**config.mk**
```make
export PLATFORM = sky130hd
export DESIGN_NAME = bram_ring_reader
export DESIGN_NICKNAME = d
export VERILOG_FILES = /design/src/rtl/bram_ring_reader.sv
export SDC_FILE = /design/constraint.sdc
export NUM_CORES = 1
export LEC_CHECK = 0
export CAP_MARGIN = 20
export CORE_ASPECT_RATIO = 0.5
export CORE_MARGIN = 3
export CORE_UTILIZATION = 37
export DETAILED_ROUTE_END_ITERATION = 6
export PLACE_DENSITY = 0.57
export RECOVER_POWER = 100
export SETUP_SLACK_MARGIN = 0.1
export SLEW_MARGIN = 20
export SYNTH_ARGS = -nofsm -noshare
export SYNTH_HDL_FRONTEND = slang
export SYNTH_SLANG_ARGS = --single-unit
```
**constraint.sdc**
```tcl
create_clock -name clk -period 2.6 [get_ports clk]
set_input_delay 0.52 -clock clk [delete_from_list [all_inputs] [get_ports clk]]
set_output_delay 0.52 -clock clk [all_outputs]
set_load 0.02 [all_outputs]
```
**src/rtl/bram_ring_reader.sv**
```systemverilog
// bram_ring_reader: drains committed words from the BRAM sample ring onto a
// valid/ready stream, following the packer's published boundary address.
// Optional fill-level export is compiled in when BRAM_RING_READER_FILL_LEVEL_EN
// is defined; otherwise fill_words is tied to zero.
module bram_ring_reader #(
   parameter int unsigned BRAM_DEPTH_WORDS  = 16384,
   parameter int unsigned BRAM_READ_LATENCY = 1,
   parameter int unsigned OUT_FIFO_DEPTH    = 4,
   localparam int unsigned AW = $clog2(BRAM_DEPTH_WORDS)
) (
   input  logic          clk,
   input  logic          rstn,
   input  logic          enable,
   input  logic          flush,
   input  logic [AW-1:0] boundary_addr,
   output logic [AW+1:0] bram_addr,
   output logic          bram_en,
   input  logic [31:0]   bram_dout,
   output logic          bram_clk,
   output logic          bram_rst,
   output logic [31:0]   m_data,
   output logic          m_valid,
   input  logic          m_ready,
   output logic          m_last,
   output logic [AW-1:0] read_addr,
   output logic [AW:0]   fill_words
);

   // Stage 0 of the tracking pipe is the registered read strobe; the last
   // stage lines up with valid bram_dout.
   localparam int unsigned SL = BRAM_READ_LATENCY + 1;
   localparam int unsigned FW = (OUT_FIFO_DEPTH > 1) ? $clog2(OUT_FIFO_DEPTH) : 1;
   localparam int unsigned CW = $clog2(OUT_FIFO_DEPTH + SL + 1);

   logic [AW-1:0]             bnd_q, bnd_d;
   logic [AW-1:0]             rd_ptr_q, rd_ptr_d;
   logic                      bram_en_q, bram_en_d;
   logic [AW+1:0]             bram_addr_q, bram_addr_d;
   logic [SL-1:0]             vld_sr_q, vld_sr_d;
   logic [SL-1:0]             tag_sr_q, tag_sr_d;
   logic [31:0]               fifo_data_q [OUT_FIFO_DEPTH];
   logic [31:0]               fifo_data_d [OUT_FIFO_DEPTH];
   logic [OUT_FIFO_DEPTH-1:0] fifo_last_q, fifo_last_d;
   logic [FW-1:0]             wr_idx_q, wr_idx_d;
   logic [FW-1:0]             rd_idx_q, rd_idx_d;
   logic [CW-1:0]             count_q, count_d;
   logic                      m_valid_q, m_valid_d;
   logic                      m_last_q, m_last_d;
   logic [31:0]               m_data_q, m_data_d;
   logic [AW-1:0]             read_addr_q, read_addr_d;
   logic [CW-1:0]             inflight;
   logic                      issue, push, pop;

   function automatic logic [FW-1:0] idx_next(input logic [FW-1:0] i);
      return (i == FW'(OUT_FIFO_DEPTH - 1)) ? '0 : i + FW'(1);
   endfunction

   // Next-state: read issue with credit check, landing pipe, output FIFO, flush.
   always_comb begin
      bnd_d       = boundary_addr;
      rd_ptr_d    = rd_ptr_q;
      bram_addr_d = bram_addr_q;
      fifo_data_d = fifo_data_q;
      fifo_last_d = fifo_last_q;
      wr_idx_d    = wr_idx_q;
      rd_idx_d    = rd_idx_q;
      read_addr_d = read_addr_q;
      inflight    = '0;

      for (int i = 0; i < SL; i++) begin
         inflight = inflight + CW'(vld_sr_q[i]);
      end

      issue = enable && (rd_ptr_q != bnd_q) &&
              ((count_q + inflight) < CW'(OUT_FIFO_DEPTH)) && !flush;
      push  = vld_sr_q[SL-1];
      pop   = m_valid_q && m_ready;

      bram_en_d = issue;
      vld_sr_d  = {vld_sr_q[SL-2:0], issue};
      tag_sr_d  = {tag_sr_q[SL-2:0], ((rd_ptr_q + AW'(1)) == bnd_q)};

      if (issue) begin
         rd_ptr_d    = rd_ptr_q + AW'(1);
         bram_addr_d = {rd_ptr_q, 2'b00};
      end

      if (push) begin
         fifo_data_d[wr_idx_q] = bram_dout;
         fifo_last_d[wr_idx_q] = tag_sr_q[SL-1];
         wr_idx_d              = idx_next(wr_idx_q);
      end

      if (pop) begin
         rd_idx_d    = idx_next(rd_idx_q);
         read_addr_d = read_addr_q + AW'(1);
      end

      count_d = count_q + CW'(push) - CW'(pop);

      // Flush wins over any issue or handshake in the same cycle.
      if (flush) begin
         vld_sr_d    = '0;
         count_d     = '0;
         wr_idx_d    = '0;
         rd_idx_d    = '0;
         rd_ptr_d    = bnd_q;
         read_addr_d = bnd_q;
      end

      // Stream outputs are registered views of the FIFO head after this edge.
      m_valid_d = (count_d != '0);
      m_data_d  = fifo_data_d[rd_idx_d];
      m_last_d  = fifo_last_d[rd_idx_d];
   end

   // State register with synchronous active-low reset.
   always_ff @(posedge clk) begin
      if (!rstn) begin
         bnd_q       <= '0;
         rd_ptr_q    <= '0;
         bram_en_q   <= 1'b0;
         bram_addr_q <= '0;
         vld_sr_q    <= '0;
         tag_sr_q    <= '0;
         for (int i = 0; i < OUT_FIFO_DEPTH; i++) begin
            fifo_data_q[i] <= '0;
         end
         fifo_last_q <= '0;
         wr_idx_q    <= '0;
         rd_idx_q    <= '0;
         count_q     <= '0;
         m_valid_q   <= 1'b0;
         m_last_q    <= 1'b0;
         m_data_q    <= '0;
         read_addr_q <= '0;
      end else begin
         bnd_q       <= bnd_d;
         rd_ptr_q    <= rd_ptr_d;
         bram_en_q   <= bram_en_d;
         bram_addr_q <= bram_addr_d;
         vld_sr_q    <= vld_sr_d;
         tag_sr_q    <= tag_sr_d;
         fifo_data_q <= fifo_data_d;
         fifo_last_q <= fifo_last_d;
         wr_idx_q    <= wr_idx_d;
         rd_idx_q    <= rd_idx_d;
         count_q     <= count_d;
         m_valid_q   <= m_valid_d;
         m_last_q    <= m_last_d;
         m_data_q    <= m_data_d;
         read_addr_q <= read_addr_d;
      end
   end

`ifdef BRAM_RING_READER_FILL_LEVEL_EN
   logic [AW:0] fill_q, fill_d;

   // Committed-but-unissued words, taken from the post-edge pointers.
   always_comb begin
      fill_d = {1'b0, bnd_d - rd_ptr_d};
   end

   // Fill-level register.
   always_ff @(posedge clk) begin
      if (!rstn) begin
         fill_q <= '0;
      end else begin
         fill_q <= fill_d;
      end
   end

   assign fill_words = fill_q;
`else
   assign fill_words = '0;
`endif

   assign bram_clk  = clk;
   assign bram_rst  = ~rstn;
   assign bram_en   = bram_en_q;
   assign bram_addr = bram_addr_q;
   assign m_valid   = m_valid_q;
   assign m_data    = m_data_q;
   assign m_last    = m_last_q;
   assign read_addr = read_addr_q;

endmodule

```
* After elaboration in Yosys (flattened, before gate mapping)
Cells that the tools add are included.
Word-level totals: bits in registers 234, word-level logic and storage cells 73, input port bits 51, output and inout bits 82
Operators by class: reduce and logical (&&, ||, !) cells 11, magnitude comparators 7, equality and inequality tests 4, bitwise gates (word level) 3, $add $sub $neg 8, mux-type cells 22
Operators with widths (number):
- 128-bit bitwise mux | 1
- 128-bit 2-to-1 mux | 1
- 32-bit 2-to-1 mux | 3
- 32-bit binary-select mux with 2-bit select | 1
- 32-bit demux with 2-bit select | 1
- 14-bit 2-to-1 mux | 4
- 14-bit by 1-bit adder with 14-bit output, second input constant | 2
- 14-bit == test | 1
- 14-bit inequality test | 1
- 2-bit 2-to-1 mux | 4
- 3-bit greater-or-equal comparator, second input constant | 2
- 1-bit logical AND | 6
- 2-bit by 3-bit less-than comparator with 1-bit output, second input constant | 2
- 2-bit inverter with 3-bit output | 2
- 2-bit by 1-bit adder with 2-bit output, second input constant | 2
- 4-bit bitwise mux | 1
- 2-bit == test, second input constant | 2
- 4-bit 2-to-1 mux | 1
- 2-bit nonzero test | 2
- 3-bit by 1-bit adder with 3-bit output | 1
- 3-bit by 2-bit adder with 3-bit output | 1
- 3-bit by 1-bit less-than comparator with 1-bit output, second input constant | 1
- 3-bit less-than comparator, second input constant | 1
- 3-bit 2-to-1 mux | 1
- 10 further kinds | 11

* Depth between registers and ports, before layout
depth after elaboration 10, mapped depth 10, gate-level depth less buffers 10

==> flow_metrics.py <==
metrics = {
    "die": {
        "fp.dieH_um": 133,
        "core_area_mm2": 0.0310,
        "die_area_mm2": 0.0345,
        "fp-row-count": 45,
        "die_w_um": 260,
        "start_util_pct": 38.4,
        "boundaryPins": 133,
    },
    "yosys": {
        "synth_cells": 1474,
        "ys_seq_area_share_pct": 39.4,
        "synthArstFlopShare_pct": 0,
        "netlist_area_mm2": 0.0119,
        "ys_types": 68,
        "ys_ff_latch": 234,
        "synth_edf_count": 0,
        "ys.flop_type": "dfxtp_1",
        "postSynthAreaPerCell_um2": 8.07,
        "yosysWarningCount": 0,
    },
    "drt": {
        "ant_nets": 0,
        "vias": 11000,
        "drcViolationCount": 0,
        "wl_per_cell_um": 17.8,
        "via_per_inst": 5.51,
        "drt-total-wl_mm": 35.3,
        "drt-initial-drc-count": 833,
        "dr.pass1.iters": 5,
    },
    "sta": {
        "whs_ps": 296,
        "fin_skew_ps": 9.18,
        "finalHoldViolCount": 0,
        "rsz0062_at_grt": "no",
        "fin_crit_ps": 2390,
        "finalSetupViolCount": 0,
        "min_period_over_period_pct": 91.9,
        "slew_headroom_pct": 7.33,
        "fmax_mhz": 418,
        "worst_pin_slew_ps": 1390,
        "final_max_slew_viol_count": 0,
    },
    "global_routing": {
        "grt_pass1_wl_mm": 57.3,
        "grt_max_degree": 135,
        "grt_usage_pct": 20.5,
        "grt_pass1_vias": 10700,
        "grt_overflow_total": 0,
        "antenna_found_initial": 0,
    },
    "cells_and_area": {
        "fillers": 2976,
        "fin_util_pct": 46.6,
        "syn_to_final_growth_pct": 21.3,
        "seq_area_mm2": 0.00468,
        "drive_above_1_share_pct": 9.59,
        "multi_input_area_mm2": 0.00644,
        "antenna_cells": 0,
        "finalNetCount": 1611,
    },
    "setup_path": {
        "cp-end-kind": "register",
        "path_class": "in2reg",
        "required_ps": 3170,
        "cp_max_fo": 49,
        "cp_data_arrival_time_ps": 2950,
        "cp-start-kind": "input port",
    },
    "clock_network": {
        "clk_pin_slew_ps": 70,
        "insertion_delay_ps": 640,
        "cts_tree": "done",
    },
    "place": {
        "io_buffers": 115,
        "place.gp.congestion": 0.855,
        "hpwl_mm": 22.4,
    },
    "hold_path": {
        "hold_class": "in2reg",
    },
    "outcome": {
        "outcome": "finished, final reports clean",
    },
    "power_and_ir_drop": {
        "finalPower_w": 0.00841,
        "power_leakage_nw": 5.24,
        "ir_worst_vdd_v": 0.000330,
        "powerDensity_mw_per_mm2": 583,
    },
    "flow_run": {
        "maxCapViolations": 0,
    },
}
-- area by class of cell --
cell class / count / share of cell area (%)
inverters: 11 / 0.303
flip-flops and latches: 234 / 32.5
clock buffers: 38 / 5.56
repair buffers: 178 / 12.5
clock inverters: 7 / 0.841
multi-input cells: 1096 / 44.6
well taps: 423 / 3.67
-- Yosys cell counts (2+ instances only) --
library cell  instances  area (um^2)
a2111oi_0             4         35.0
a211oi_1             18          135
a211oi_2              3         37.5
a21o_1                4         30.0
a21oi_1             147          736
a221oi_1              2         17.5
and2_1               21          131
and3_1                3         18.8
buf_1                 9         33.8
buf_2                44          220
buf_4                23          173
buf_6                 4         45.0
clkbuf_1             66          248
clkbuf_8              3         41.3
dfxtp_1             234         4680
ha_1                 10          125
inv_1                10         37.5
mux2i_1              17          170
mux4_2               33          743
nand2_1             381         1430
nand2b_1              7         43.8
nand3_1              20          100
nand3b_1             33          248
nand4_1              10         62.6
nand4b_1              2         17.5
nor2_1              162          608
nor2b_1               3         18.8
nor3_1                8         40.0
nor3b_1               2         15.0
nor4_1                2         12.5
o211ai_1              2         15.0
o21ai_0              16         80.1
o21ai_1               2         10.0
o221ai_1             33          289
o311ai_0             67          587
o311ai_1              3         26.3
or2_2                 2         12.5
xnor2_1              12          105
xor2_1               23          201
-- metrics by stage --
step | instance area, um^2 | std cells | setup TNS [ps] | setup slack (ps)
finish | 14400 | 1987 | 0 | 210
global route | 14400 | 1987 | 0 | 92.6
CTS | 14500 | 1987 | 0 | 212
detailed placement | 13600 | 1943 | -2690 | -135
global placement | 13600 | 1943 | -1060 | -97.9
floorplan | 12000 | 1490 | 0 | 510
-- cell usage in the layout (no fill, tap or decap), types with 13 or more instances in the layout --
master	Yosys	routed
nand2_1	381	381
dfxtp_1	234	234
nor2_1	162	162
a21oi_1	147	148
o311ai_0	67	67
dlygate4sd3_1	0	64
clkdlybuf4s50_1	0	49
buf_4	23	37
mux4_2	33	33
nand3b_1	33	33
o221ai_1	33	33
clkbuf_16	0	27
xor2_1	23	23
nand3_1	20	20
a211oi_1	18	19
buf_12	0	18
mux2i_1	17	17
o21ai_0	16	17
conb_1	1	17
and2_0	0	13
-- repair_timing --
action,4_1_cts,5_1_grt
buffers inserted,0,0
hold buffers,0,0
resized for setup,1,0
setup endpoints to repair,1,0
endpoints found under the hold margin,0,0
-- logic make-up (layout without fill, tap and decap cells) --
| family | count (synthesis) | in the layout | share of synthesized area, % |
|---|---|---|---|
| adder cells (fa/ha/maj) | 11 | 11 | 1.22 |
| buffers and inverters | 160 | 234 | 6.74 |
| flip-flops | 234 | 234 | 39.4 |
| multiplexers | 50 | 50 | 7.68 |
| XOR/XNOR | 36 | 36 | 2.71 |
| other | 1 | 17 | 0.0315 |
| AO/OA/AOI/OAI | 315 | 315 | 18.0 |
| AND/OR/NAND/NOR | 667 | 667 | 24.2 |
-- critical path: stages --
cell and delay, ps:
clkdlybuf4s50_1 420, inv_1 140, clkbuf_1 680, o21a_2 300, buf_12 230, mux4_2 350, nand3b_1 170, o221ai_1 90
-- registers in the layout, summed over array words and instances (netlist names), 2 cells and up --
name         count
bram_addr       14
rd_idx_q         2
fifo_last_q      4
wr_idx_q         2
vld_sr_q         2
rd_ptr_q        14
fifo_data_q    128
m_data          32
count_q          3
bnd_q           14
tag_sr_q         2
read_addr       14
-- per-layer routing --
layer,share of wire (%),wire length (um),up-vias,GRT usage (%)
li1,-,-,5258,-
met1,44,15400,5370,25.6
met2,49,17400,268,35.5
met3,4.8,1700,54,3.86
met4,2.1,734,0,6.65
met5,0,0,-,0
-- where the power goes --
part	leakage, nW	switching, W	internal, W	total, W
sequential	1.90	0.0000721	0.00365	0.00372
clock	0.459	0.00156	0.00243	0.00398
combinational	2.88	0.000413	0.000288	0.000700
-- worst paths after layout --
kind / startpoint / endpoint / cells after the start / slack [ps]
worst max-delay path: flush / m_data[17]$_SDFF_PN0_ / 8 / 210
worst min-delay path: rstn / read_addr[2]$_SDFFE_PN0P_ / 3 / 300
worst max register to register: rd_ptr_q[3]$_SDFFE_PN0P_ / tag_sr_q[0]$_SDFF_PN0_ / 5 / 240
worst min register to register: bram_addr[10]$_SDFFE_PN0P_ / bram_addr[10]$_SDFFE_PN0P_ / 2 / 450
(Power assumes the default switching activity.)
